$ cat src/rtl/ddr3_pkg.sv
// Shared types and constants for the DDR3 frame-buffer address scheduler.
package ddr3_pkg;

    localparam int unsigned ADDR_W    = 28;
    localparam int unsigned NUM_SLOTS = 3;
    localparam int unsigned IDX_W     = 2;

    localparam int unsigned DEF_FRAME_BURSTS = 3600;
    localparam int unsigned DEF_BURST_STEP   = 128;
    localparam int unsigned DEF_FRAME_STRIDE = 524288;
    localparam int unsigned DEF_GAP_CYCLES   = 2;

    typedef enum logic [2:0] {
        StIdle,
        StArb,
        StWrIssue,
        StRdIssue,
        StGap
    } sched_state_e;

    // (idx + step) mod NUM_SLOTS for idx in 0..2 and step in 1..2
    function automatic logic [IDX_W-1:0] slot_add(input logic [IDX_W-1:0] idx,
                                                  input logic [IDX_W-1:0] step);
        logic [IDX_W:0] sum;
        sum = {1'b0, idx} + {1'b0, step};
        if (sum >= (IDX_W+1)'(NUM_SLOTS)) begin
            sum = sum - (IDX_W+1)'(NUM_SLOTS);
        end
        return sum[IDX_W-1:0];
    endfunction

    // All arithmetic stays in ADDR_W bits so it wraps modulo 2^28
    function automatic logic [ADDR_W-1:0] burst_addr(input logic [ADDR_W-1:0] base,
                                                     input logic [IDX_W-1:0]  idx,
                                                     input logic [ADDR_W-1:0] cnt,
                                                     input logic [ADDR_W-1:0] stride,
                                                     input logic [ADDR_W-1:0] step);
        return base + ADDR_W'(idx) * stride + cnt * step;
    endfunction

endpackage

$ cat src/rtl/ddr3_frame_ptr.sv
// Triple-buffer slot selection: keeps the reader off the slot being written and
// hands the reader the most recently completed frame.
module ddr3_frame_ptr
    import ddr3_pkg::*;
(
    input  logic             i_clk,
    input  logic             i_rst,
    input  logic             i_wr_frame_start,
    input  logic             i_rd_frame_start,
    input  logic             i_wr_done,
    output logic [IDX_W-1:0] o_wr_idx,
    output logic [IDX_W-1:0] o_rd_idx
);

    logic [IDX_W-1:0] r_wr_idx;
    logic [IDX_W-1:0] r_rd_idx;
    logic [IDX_W-1:0] r_done_idx;
    logic             r_done_valid;

    logic [IDX_W-1:0] w_rd_idx_d;
    logic [IDX_W-1:0] w_wr_next;

    // Writer steps around the reader's slot as it will be after this cycle
    always_comb begin
        w_rd_idx_d = r_rd_idx;
        if (i_rd_frame_start && r_done_valid) begin
            w_rd_idx_d = r_done_idx;
        end
        w_wr_next = slot_add(r_wr_idx, 2'd1);
        if (w_wr_next == w_rd_idx_d) begin
            w_wr_next = slot_add(r_wr_idx, 2'd2);
        end
    end

    always_ff @(posedge i_clk or posedge i_rst) begin
        if (i_rst) begin
            r_wr_idx     <= '0;
            r_rd_idx     <= 2'd2;
            r_done_idx   <= '0;
            r_done_valid <= 1'b0;
        end else begin
            r_rd_idx <= w_rd_idx_d;
            if (i_wr_frame_start) begin
                r_wr_idx <= w_wr_next;
            end
            if (i_wr_done) begin
                r_done_idx   <= r_wr_idx;
                r_done_valid <= 1'b1;
            end
        end
    end

    assign o_wr_idx = r_wr_idx;
    assign o_rd_idx = r_rd_idx;

endmodule

$ cat src/rtl/ddr3_frame_sched.sv
// Frame-buffer address scheduler: arbitrates write/read burst requests and pushes
// burst start addresses into the AXI write/read address FIFOs.
module ddr3_frame_sched
    import ddr3_pkg::*;
#(
    parameter int unsigned       FRAME_BURSTS = DEF_FRAME_BURSTS,
    parameter int unsigned       BURST_STEP   = DEF_BURST_STEP,
    parameter int unsigned       FRAME_STRIDE = DEF_FRAME_STRIDE,
    parameter logic [ADDR_W-1:0] BASE_ADDR    = '0,
    parameter int unsigned       GAP_CYCLES   = DEF_GAP_CYCLES
) (
    input  logic              i_clk_100M,
    input  logic              i_rst,
    input  logic              i_ddr_init_done,
    input  logic              i_wr_frame_start,
    input  logic              i_rd_frame_start,
    input  logic              i_wr_burst_req,
    input  logic              i_rd_burst_req,
    input  logic              i_awaddr_full,
    input  logic              i_araddr_full,
    output logic              o_awaddr_wr_en,
    output logic [ADDR_W-1:0] o_awaddr_din,
    output logic              o_araddr_wr_en,
    output logic [ADDR_W-1:0] o_araddr_din,
    output logic [IDX_W-1:0]  o_wr_frame_idx,
    output logic [IDX_W-1:0]  o_rd_frame_idx,
    output logic              o_wr_frame_done
);

    localparam int unsigned      CNT_W    = $clog2(FRAME_BURSTS + 1);
    localparam logic [CNT_W-1:0] FULL_CNT = CNT_W'(FRAME_BURSTS);
    localparam logic [CNT_W-1:0] LAST_CNT = CNT_W'(FRAME_BURSTS - 1);
    localparam logic [3:0]       GAP_LAST = 4'(GAP_CYCLES - 1);

    sched_state_e      r_state;
    sched_state_e      w_state_d;
    logic              r_init_done;
    logic              r_prior_wr;
    logic [CNT_W-1:0]  r_wr_cnt;
    logic [CNT_W-1:0]  r_rd_cnt;
    logic [3:0]        r_gap_cnt;
    logic              r_aw_en;
    logic [ADDR_W-1:0] r_aw_din;
    logic              r_ar_en;
    logic [ADDR_W-1:0] r_ar_din;
    logic              r_wr_done;

    logic              w_wr_elig;
    logic              w_rd_elig;
    logic              w_grant_wr;
    logic              w_grant_rd;
    logic [IDX_W-1:0]  w_wr_idx;
    logic [IDX_W-1:0]  w_rd_idx;
    logic [ADDR_W-1:0] w_wr_addr;
    logic [ADDR_W-1:0] w_rd_addr;

    assign w_wr_elig = i_wr_burst_req && !i_awaddr_full && (r_wr_cnt < FULL_CNT);
    assign w_rd_elig = i_rd_burst_req && !i_araddr_full && (r_rd_cnt < FULL_CNT);

    assign w_wr_addr = burst_addr(BASE_ADDR, w_wr_idx, ADDR_W'(r_wr_cnt),
                                  ADDR_W'(FRAME_STRIDE), ADDR_W'(BURST_STEP));
    assign w_rd_addr = burst_addr(BASE_ADDR, w_rd_idx, ADDR_W'(r_rd_cnt),
                                  ADDR_W'(FRAME_STRIDE), ADDR_W'(BURST_STEP));

    always_comb begin
        w_state_d  = r_state;
        w_grant_wr = 1'b0;
        w_grant_rd = 1'b0;
        unique case (r_state)
            StIdle: begin
                if (r_init_done) begin
                    w_state_d = StArb;
                end
            end
            StArb: begin
                // A frame-start cycle never grants, so counters/indices settle first
                if (!i_wr_frame_start && !i_rd_frame_start) begin
                    if (w_wr_elig && (!w_rd_elig || r_prior_wr)) begin
                        w_grant_wr = 1'b1;
                        w_state_d  = StWrIssue;
                    end else if (w_rd_elig) begin
                        w_grant_rd = 1'b1;
                        w_state_d  = StRdIssue;
                    end
                end
            end
            StWrIssue, StRdIssue: begin
                w_state_d = StGap;
            end
            StGap: begin
                if (r_gap_cnt == GAP_LAST) begin
                    w_state_d = StArb;
                end
            end
            default: begin
                w_state_d = StIdle;
            end
        endcase
    end

    always_ff @(posedge i_clk_100M or posedge i_rst) begin
        if (i_rst) begin
            r_state     <= StIdle;
            r_init_done <= 1'b0;
            r_prior_wr  <= 1'b1;
            r_gap_cnt   <= '0;
        end else begin
            r_state     <= w_state_d;
            r_init_done <= i_ddr_init_done;
            if (r_state == StWrIssue) begin
                r_prior_wr <= 1'b0;
            end else if (r_state == StRdIssue) begin
                r_prior_wr <= 1'b1;
            end
            if (r_state == StGap) begin
                r_gap_cnt <= r_gap_cnt + 4'd1;
            end else begin
                r_gap_cnt <= '0;
            end
        end
    end

    // Frame-start reset wins over the increment of an in-flight push
    always_ff @(posedge i_clk_100M or posedge i_rst) begin
        if (i_rst) begin
            r_wr_cnt <= '0;
            r_rd_cnt <= '0;
        end else begin
            if (i_wr_frame_start) begin
                r_wr_cnt <= '0;
            end else if (r_state == StWrIssue) begin
                r_wr_cnt <= r_wr_cnt + CNT_W'(1);
            end
            if (i_rd_frame_start) begin
                r_rd_cnt <= '0;
            end else if (r_state == StRdIssue) begin
                r_rd_cnt <= r_rd_cnt + CNT_W'(1);
            end
        end
    end

    always_ff @(posedge i_clk_100M or posedge i_rst) begin
        if (i_rst) begin
            r_aw_en   <= 1'b0;
            r_aw_din  <= '0;
            r_ar_en   <= 1'b0;
            r_ar_din  <= '0;
            r_wr_done <= 1'b0;
        end else begin
            r_aw_en   <= w_grant_wr;
            r_ar_en   <= w_grant_rd;
            r_wr_done <= w_grant_wr && (r_wr_cnt == LAST_CNT);
            if (w_grant_wr) begin
                r_aw_din <= w_wr_addr;
            end
            if (w_grant_rd) begin
                r_ar_din <= w_rd_addr;
            end
        end
    end

    ddr3_frame_ptr u_frame_ptr (
        .i_clk            (i_clk_100M),
        .i_rst            (i_rst),
        .i_wr_frame_start (i_wr_frame_start),
        .i_rd_frame_start (i_rd_frame_start),
        .i_wr_done        (r_wr_done),
        .o_wr_idx         (w_wr_idx),
        .o_rd_idx         (w_rd_idx)
    );

    assign o_awaddr_wr_en  = r_aw_en;
    assign o_awaddr_din    = r_aw_din;
    assign o_araddr_wr_en  = r_ar_en;
    assign o_araddr_din    = r_ar_din;
    assign o_wr_frame_idx  = w_wr_idx;
    assign o_rd_frame_idx  = w_rd_idx;
    assign o_wr_frame_done = r_wr_done;

endmodule
$ cat config.mk
export PLATFORM = sky130hd
export DESIGN_NAME = ddr3_frame_sched
export DESIGN_NICKNAME = d
export VERILOG_FILES = /design/src/rtl/ddr3_pkg.sv /design/src/rtl/ddr3_frame_ptr.sv /design/src/rtl/ddr3_frame_sched.sv
export SDC_FILE = /design/constraint.sdc
export NUM_CORES = 1
export LEC_CHECK = 0
export ABC_AREA = 1
export BUFFER_PORTS_ARGS = -buffer_cell sky130_fd_sc_hd__buf_2
export CAP_MARGIN = 0
export CELL_PAD_IN_SITES_DETAIL_PLACEMENT = 1
export CELL_PAD_IN_SITES_GLOBAL_PLACEMENT = 2
export CORE_MARGIN = 2
export CORE_UTILIZATION = 35
export CTS_CLUSTER_DIAMETER = 200
export DETAILED_ROUTE_END_ITERATION = 8
export GPL_TIMING_DRIVEN = 0
export PLACE_DENSITY = 0.92
export SYNTH_ARGS = -nofsm -noshare
export SYNTH_HDL_FRONTEND = slang
export SYNTH_SLANG_ARGS = --single-unit
$ cat constraint.sdc
create_clock -name i_clk_100M -period 4.75 [get_ports i_clk_100M]
set_input_delay 0.2375 -clock i_clk_100M [delete_from_list [all_inputs] [get_ports i_clk_100M]]
set_output_delay 0.2375 -clock i_clk_100M [all_outputs]
set_load 0.03 [all_outputs]
==> flow_summary.ini, run 1 <==
[die]
coreArea_um2 = 9864
die_area_um2 = 11100
fp.dieW_um = 105.3
fp-row-count = 36
start_util_pct = 36.44
ioPinCount = 72
die_h_um = 105.3

[routing]
routed_wl_mm = 8.533
wl_per_cell_um = 13.21
dr.pass1.iters = 4
vias = 3006
ant_nets = 0
via_per_inst = 4.653
drtIter0Drc = 107
drc = 0

[finish]
final_nets = 525
nFillCells = 1239
area_delta_synth_final_pct = 19.25
layout-drive-gt1-share_pct = 23.20
fin_cells = 646
n_antenna_cell = 0
stdcell_area_um2 = 4287

[global_routing]
overflow = 0
track_usage_pct = 15.85
grt_pass1_vias = 2959
grt_start_max_net_pins = 56
grt_antenna_before_repair = 0
grt_first_pass_wirelength_mm = 14.19

[worst_setup_path]
r2r_setup_slack_ps = 3060
r2r-start = r_state[2]$_DFFE_PP0P_
cpMaxStageDelayCell = dfrtp_1
critPathMaxFanout = 8
critPathArrivalTime_ps = 1920
crit_required_ps = 4980
rr_worst_depth = 8
cpPeakStageDelay_ps = 400
cp-startpoint = r_state[2]$_DFFE_PP0P_
crit_cells = 8
path_cells = inv_1, nand2_2, nor2_4, inv_2, nand2_1, nand3_1, o21ai_0, a21oi_1
cpLargestDelayFamily = simple AND/OR/NAND/NOR gates
crit_end = r_wr_cnt[11]$_DFFE_PP0P_
critical_path_class = register to register
path_buf_inv = 2
critPathCaptureType = register
timing.rr.end = r_wr_cnt[11]$_DFFE_PP0P_
start_kind = register

[yosys]
synth_cell_types = 36
async_reset_ff_share_pct = 100.0
synthCells = 426
synth-seq-cells = 71
synth_top_area_share_pct = 48.03
syn_area_um2 = 3595
synth_area_leaders = dfrtp_1 (48%), nand2_1 (11%), buf_4 (5.8%)
ys_seq_area_share_pct = 49.50
yosysWarnings = 0
syn_area_per_cell_um2 = 8.438
synth_top_flop_cell = dfrtp_1
post-synth-top-count-cell = nand2_1
synth_area_leader_cell = dfrtp_1
synth_common_cells = nand2_1 (110), dfrtp_1 (69), inv_1 (39), nor2_1 (37), o21ai_0 (29)
synth_edf_count = 0

[clocking]
clock_latency_ps = 340
postCtsSetupBuffers = 0
htree_num_levels = 3
clockBufferDepth = 2
cts_tree = yes
cts.sinks = 71
cts_inserted_buffers = 9
clk_pin_slew_ps = 70
cts-root-buf = clkbuf_8

[timing]
finalSetupViolations = 0
final.setup.tns_ps = 0
fin_skew_ps = 9.741
slew_headroom_pct = 59.67
rsz0062_at_grt = false
worst_pin_slew_ps = 600.3
timing.fmax_mhz = 592.3
drv_slew = 0
fin_crit_ps = 1688
post-route-period-util_pct = 35.54
hold_violations = 0

[place]
place_congestion = 0.8094
placed_area_um2 = 4103
dp_cells = 629
port_buffers = 42
dpl.hpwl_mm = 6.433

[power_and_ir_drop]
p_sw_mw = 0.5094
p_leak_nw = 2.249
clockPowerShare_pct = 28.9
pwr-share-seq_pct = 46.9
p_per_area_nw_per_um2 = 341.4
comb_power_share_pct = 24.2
peakVddDrop_mv = 0.1112
p_sw_share_pct = 34.80
p_int_mw = 0.9542

[job]
cap_violations = 0

[hold_path]
hp-class = primary input to register

[run_status]
run_status = finished, final reports clean
area by class of cell:
type	count	area [µm²]	share of cell area [%]
Clock buffer	11	141.4	3.298
Timing Repair Buffer	45	257.7	6.013
Buffer	36	279.0	6.509
Multi-Input combinational cell	304	1480	34.53
Sequential cell	71	1779	41.51
Tap cell	133	166.4	3.882
Clock inverter	4	22.52	0.5254
Inverter	42	160.2	3.736
how the worst min path moves through the flow:
| stage | start | endpoint | cells after the start |
|---|---|---|---|
| detailed placement | i_rst | o_araddr_din[17]$_DFFE_PP0P_ | 2 |
| finish | i_wr_frame_start | r_wr_cnt[7]$_DFFE_PP0P_ | 2 |
| global route | i_wr_frame_start | r_wr_cnt[7]$_DFFE_PP0P_ | 2 |
| CTS | i_wr_frame_start | r_wr_cnt[7]$_DFFE_PP0P_ | 2 |
| floorplan | i_ddr_init_done | r_init_done$_DFF_PP0_ | 0 |
| global placement | i_ddr_init_done | r_init_done$_DFF_PP0_ | 1 |
repair_timing:
item	in CTS	in global routing
endpoints found under the hold margin	17	0
hold buffers	2	0
resized for setup	0	0
endpoints found under the setup margin	0	0
state kept, by name, indices dropped and copies added (netlist names):
name                      flops
o_wr_frame_done               1
u_frame_ptr.r_done_valid      1
o_awaddr_din                 14
o_awaddr_wr_en                1
o_araddr_din                 14
r_prior_wr                    1
u_frame_ptr.o_rd_idx          2
o_araddr_wr_en                1
u_frame_ptr.r_done_idx        2
u_frame_ptr.o_wr_idx          2
r_gap_cnt                     4
r_wr_cnt                     12
r_state                       3
r_rd_cnt                     12
r_init_done                   1
worst reg2reg max path: cells and delay by family (launching register included):
family	cells	cell delay, ps
AND/OR/NAND/NOR	4	700
flip-flops	1	400
buffers and inverters	2	260
AO/OA/AOI/OAI	2	240
per-layer routing:
metal	up-vias	global-route usage [%]	share of wire [%]
li1	1477	-	-
met1	1478	19.87	45
met2	41	27.56	51
met3	10	2.659	2.6
met4	0	5.333	1.2
met5	-	0	0
cell usage in the layout (no fill, tap or decap), types with 21 or more instances in the layout:
cell,netlist,routed
nand2_1,110,110
dfrtp_1,69,69
buf_2,0,42
inv_1,39,38
nor2_1,37,37
o21ai_0,29,29
buf_4,28,28
conb_1,1,28
nand3_1,27,27
a21oi_1,21,21
power by group through the flow:
stage,Combinational (mW),Sequential (mW),Clock [mW]
after floorplan,0.233,0.728,0
after global placement,0.341,0.696,0
after detailed placement,0.357,0.699,0
after CTS,0.359,0.687,0.440
after global routing,0.402,0.693,0.468
final,0.354,0.687,0.423
stage by stage:
stage	power (mW)	worst slack (ps)	util, %	hold slack (ps)
2_1_floorplan	0.9608	2719	-	268.9
3_3_place_gp	1.037	1727	41.29	348.6
3_5_place_dp	1.056	3065	41.59	195.9
4_1_cts	1.486	3046	43.46	127.5
5_1_grt	1.563	2900	43.46	141.3
6_report	1.464	3062	43.46	134.5
kinds of logic (layout without fill, tap and decap cells):
kind of cell	count (synthesis)	count (layout)	synth area share [%]
flip-flops	71	71	49.50
AND/OR/NAND/NOR	201	201	24.68
adder cells (fa/ha/maj)	7	7	2.436
other	1	28	0.1043
XOR/XNOR	2	2	0.4874
buffers and inverters	78	138	12.15
AO/OA/AOI/OAI	66	66	10.65
Note: power is estimated with default switching activity, not from simulation.
==> run 2, diff against run 1 <==
Settings changed: ABC_AREA 1 to 0, CORE_UTILIZATION 35 to 32, PLACE_DENSITY 0.92 to 0.82.
Clock period 4.75 ns to 1.35 ns, I/O delays scaled along.
==> flow_summary.ini, run 2 <==
[finish]
layout-drive-gt1-share_pct = 55.24
final_nets = 440
mostFrequentLayoutCell = dfrtp_1
regArea_um2 = 1787
fin_cells = 565
n_antenna_cell = 0
multiInputGateArea_um2 = 1815
stdcell_area_um2 = 5035
area_delta_synth_final_pct = 46.17
nFillCells = 1120
final_cell_mix = dfrtp_1 (63), buf_4 (58), buf_2 (42)

[yosys]
synth_top_flop_cell = dfrtp_1
syn_area_per_cell_um2 = 11.80
synth-seq-cells = 71
synth_area_leaders = dfrtp_1 (50%), mux2_4 (7.4%), buf_4 (6.1%)
syn_area_um2 = 3445
async_reset_ff_share_pct = 100.0
synth_edf_count = 0
ys_seq_area_share_pct = 51.65
synth_common_cells = dfrtp_1 (69), nor2_1 (32), buf_4 (28), mux2_4 (17), nand2_1 (16)
synth_area_leader_cell = dfrtp_1
synthCells = 292
yosysWarnings = 0
synth_top_area_share_pct = 50.13
post-synth-top-count-cell = dfrtp_1
synth_cell_types = 47

[run_status]
run_status = finished, violations left
violations = negative setup slack

[worst_setup_path]
crit_required_ps = 1590
critPathMaxFanout = 5
rr_worst_depth = 6
start_kind = register
critical_path_class = register to register
critPathArrivalTime_ps = 2180
critPathCaptureType = register

[clocking]
htree_num_levels = 3
cts-root-buf = clkbuf_8
cts_inserted_buffers = 9
clk_pin_slew_ps = 80
cts.sinks = 71
clock_latency_ps = 350
cts_tree = yes
clockBufferDepth = 2

[die]
ioPinCount = 72
die_area_um2 = 11610
coreArea_um2 = 10370
fp-row-count = 37
start_util_pct = 33.22
die_h_um = 107.8
fp.dieW_um = 107.8

[global_routing]
grt_antenna_before_repair = 0
overflow = 0
track_usage_pct = 15.50
grt_start_max_net_pins = 40
grt_pass1_vias = 2693
grt_first_pass_wirelength_mm = 13.92

[timing]
worst_pin_slew_ps = 903.3
fin_skew_ps = 10.35
drv_slew = 0
post-route-period-util_pct = 144.2
hold_violations = 0
timing.fmax_mhz = 513.5
fin_ws_ps = -597.4
finalSetupViolations = 58
fin_crit_ps = 1947
rsz0062_at_grt = true
slew_headroom_pct = 39.66

[power_and_ir_drop]
p_sw_share_pct = 31.44
pwr-share-seq_pct = 39.9
peakVddDrop_mv = 0.6799
p_sw_mw = 1.908
p_per_area_nw_per_um2 = 1205
clockPowerShare_pct = 31.3
p_leak_nw = 2.545
p_int_mw = 4.161
comb_power_share_pct = 28.8

[hold_path]
hp-class = primary input to register
whs_path_depth = 2

[routing]
via_per_inst = 4.635
routed_wl_mm = 9.445
wl_per_cell_um = 16.72
ant_nets = 0
drtIter0Drc = 120
drc = 0
vias = 2619
dr.pass1.iters = 4

[place]
port_buffers = 42
dpl.hpwl_mm = 5.230
place_congestion = 0.7744
dp_cells = 498
placed_area_um2 = 4094

[job]
cap_violations = 0
[run 2: through the flow]
| step | util [%] | power (mW) | hold slack, ps | setup slack [ps] | setup TNS [ps] |
|---|---|---|---|---|---|
| 5_1_grt | 48.55 | 6.361 | 185.8 | -662.5 | -25570 |
| 3_3_place_gp | 39.29 | 3.661 | 193.4 | -742.6 | -25280 |
| 2_1_floorplan | - | 3.437 | 98.93 | -424.6 | -11470 |
| 6_report | 48.55 | 6.069 | 149.1 | -597.4 | -21900 |
| 3_5_place_dp | 39.48 | 3.722 | 178.9 | -813.8 | -22090 |
| 4_1_cts | 46.04 | 5.826 | 111.3 | -484.4 | -17290 |
[run 2: cell families (layout without fill, tap and decap cells)]
logic type | count (synthesis) | count (layout) | share of synthesized area [%]
compound gates | 15 | 15 | 3.051
xor+xnor | 25 | 25 | 6.357
fa+ha+maj | 7 | 7 | 2.543
buf+inv | 46 | 156 | 8.790
flops | 71 | 71 | 51.65
mux | 33 | 33 | 12.60
other cells | 1 | 28 | 0.1089
simple gates | 94 | 94 | 14.89
[run 2: path summary, 6_finish.rpt]
path	start	end	slack [ps]
worst min register to register	u_frame_ptr.r_done_valid$_DFFE_PP0P_	u_frame_ptr.r_done_valid$_DFFE_PP0P_	490
min in group asynchronous	i_rst	o_araddr_din[13]$_DFFE_PP0P_	460
worst min-delay path	i_wr_frame_start	r_wr_cnt[4]$_DFFE_PP0P_	150
max in group asynchronous	i_rst	u_frame_ptr.o_rd_idx[1]$_DFF_PP1_	140
worst max register to register	r_rd_cnt[8]$_DFFE_PP0P_	o_araddr_din[9]$_DFFE_PP0P_	-600
worst max-delay path	r_rd_cnt[8]$_DFFE_PP0P_	o_araddr_din[9]$_DFFE_PP0P_	-600
[run 2: final cells by class]
| class | count | area share, % |
|---|---|---|
| inverters | 9 | 0.7455 |
| plain buffers | 36 | 5.691 |
| repair buffers | 95 | 14.24 |
| well taps | 136 | 3.380 |
| flip-flops and latches | 71 | 35.49 |
| clock buffers | 9 | 2.460 |
| multi-input cells | 202 | 36.06 |
| clock inverters | 7 | 1.938 |
[run 2: worst max-delay path: stages (launching register included)]
cell	delay [ps]
dfrtp_1	420
nor4b_4	290
a22oi_2	150
buf_4	160
a211oi_4	290
buf_4	230
mux2_4	300
[run 2: power groups by stage]
| stage | Combinational, mW | Sequential, mW | Clock (mW) |
|---|---|---|---|
| detailed placement | 1.27 | 2.46 | 0 |
| global route | 1.87 | 2.44 | 2.05 |
| floorplan | 0.845 | 2.59 | 0 |
| CTS | 1.48 | 2.41 | 1.94 |
| global placement | 1.22 | 2.45 | 0 |
| finish | 1.75 | 2.42 | 1.90 |
[run 2: what timing repair did]
action,in CTS,in global routing
endpoints found under the setup margin,53,62
resized for setup,41,36
hold buffers,3,0
buffers inserted,29,19
cloned,1,1
hold endpoints to repair,41,0
pin swaps,20,21
[run 2: layer usage]
metal  vias up  share of wire [%]  GRT usage [%]
li1       1196                  -              -
met5         -                  0              0
met1      1358                 43          19.89
met3        11                3.4          3.208
met2        54                 52          26.37
met4         0                1.2          4.396
==> run 3, diff against run 2 <==
Settings changed: CAP_MARGIN 0 to 20, REMOVE_ABC_BUFFERS from default to 1.
==> flow_summary.ini, run 3 (same netlist as run 2, synthesis figures left out) <==
[worst_setup_path]
critical_path_class = register to register
rr_worst_depth = 7
cp-startpoint = r_wr_cnt[5]$_DFFE_PP0P_
critPathCaptureType = register
start_kind = register
critPathArrivalTime_ps = 2100
critPathMaxFanout = 7
r2r-start = r_wr_cnt[5]$_DFFE_PP0P_
crit_required_ps = 1580

[finish]
n_antenna_cell = 0
stdcell_area_um2 = 4813
final_util_pct = 46.42
final_cell_mix = dfrtp_1 (55), buf_2 (43), buf_4 (31)
regArea_um2 = 1797
nFillCells = 1105
layout-drive-gt1-share_pct = 54.04
fin_cells = 532
mostFrequentLayoutCell = dfrtp_1
area_delta_synth_final_pct = 39.74
multiInputGateArea_um2 = 1838
final_nets = 407

[routing]
vias = 2462
via_per_inst = 4.628
drc = 0
ant_nets = 0
routed_wl_mm = 8.964
wl_per_cell_um = 16.85
drtIter0Drc = 79
dr.pass1.iters = 4

[timing]
finalSetupViolations = 56
slew_headroom_pct = 40.32
fin_crit_ps = 1870
drv_slew = 0
timing.fmax_mhz = 534.7
whs_ps = 84.32
hold_violations = 0
fin_ws_ps = -520.3
rsz0062_at_grt = true
post-route-period-util_pct = 138.5
final.setup.tns_ps = -19300
worst_pin_slew_ps = 895.2
fin_skew_ps = 16.22

[clocking]
clock_latency_ps = 350
cts_tree = yes
clockBufferDepth = 2
htree_num_levels = 3
cts-root-buf = clkbuf_8
cts_inserted_buffers = 9
clk_pin_slew_ps = 90
cts.sinks = 71

[die]
fp-row-count = 37
fp.dieW_um = 107.8
start_util_pct = 33.22
die_area_um2 = 11610
ioPinCount = 72
die_h_um = 107.8
coreArea_um2 = 10370

[global_routing]
overflow = 0
grt_antenna_before_repair = 0
grt_first_pass_wirelength_mm = 13.18
grt_pass1_vias = 2521
grt_start_max_net_pins = 72
track_usage_pct = 14.65

[power_and_ir_drop]
peakVddDrop_mv = 0.5974
p_leak_nw = 2.354
comb_power_share_pct = 27.5
p_sw_share_pct = 31.36
total_power_mw = 6.013
p_sw_mw = 1.885
clockPowerShare_pct = 32.3
p_per_area_nw_per_um2 = 1249
pwr-share-seq_pct = 40.3
p_int_mw = 4.128

[place]
placed_area_um2 = 3665
dpl.hpwl_mm = 4.543
place_ws_ps = -1067
dp_cells = 461
place_congestion = 0.7469
port_buffers = 43

[hold_path]
hp-class = primary input to register
hp-start = i_rd_frame_start
whs_path_depth = 2

[run_status]
violations = negative setup slack
run_status = finished, violations left

[job]
cap_violations = 0
-- run 3: layout make-up --
class                           instances  share of cell area (%)
Multi-Input combinational cell        202                   38.19
Tap cell                              136                   3.535
Clock buffer                           11                   2.937
Timing Repair Buffer                   98                   15.57
Clock inverter                          5                   1.690
Inverter                                9                  0.7538
Sequential cell                        71                   37.33
-- run 3: worst paths after layout --
path                                                              to  slack (ps)
worst max-delay path                    o_awaddr_din[11]$_DFFE_PP0P_        -520
min in group asynchronous                   o_araddr_wr_en$_DFF_PP0_         460
worst min-delay path                         r_rd_cnt[6]$_DFFE_PP0P_          80
worst max register to register          o_awaddr_din[11]$_DFFE_PP0P_        -520
worst min register to register  u_frame_ptr.r_done_valid$_DFFE_PP0P_         500
max in group asynchronous                    r_wr_cnt[0]$_DFFE_PP0P_         250
-- run 3: metal layers --
metal  GRT usage [%]  wire, µm  up-vias
met3           3.571       322       15
met2           23.36      4554       62
li1                -         -     1135
met1           19.38      3884     1250
met4           5.128       203        0
met5               0         0        -
-- run 3: power by group through the flow --
stage / Combinational (mW) / Sequential (mW) / Clock (mW)
5_1_grt: 1.78 / 2.44 / 2.08
3_5_place_dp: 0.978 / 2.48 / 0
6_report: 1.65 / 2.42 / 1.94
2_1_floorplan: 0.583 / 2.60 / 0
4_1_cts: 1.27 / 2.43 / 1.97
3_3_place_gp: 0.936 / 2.47 / 0
-- run 3: critical path, cell delays in order, from the launching register on --
cell and delay, ps:
dfrtp_2 440, nor3_4 240, a21oi_4 90, nor3b_4 220
buf_12 150, nand3_4 120, buf_16 190, mux2_4 300
-- run 3: repair_timing --
action                                  4_1_cts  5_1_grt
resized for setup                            52       59
pin swaps                                    14       31
gates cloned                                  1        0
endpoints found under the hold margin        70        0
buffers inserted                             28       26
hold buffers                                  2        0
endpoints found under the setup margin       55       59
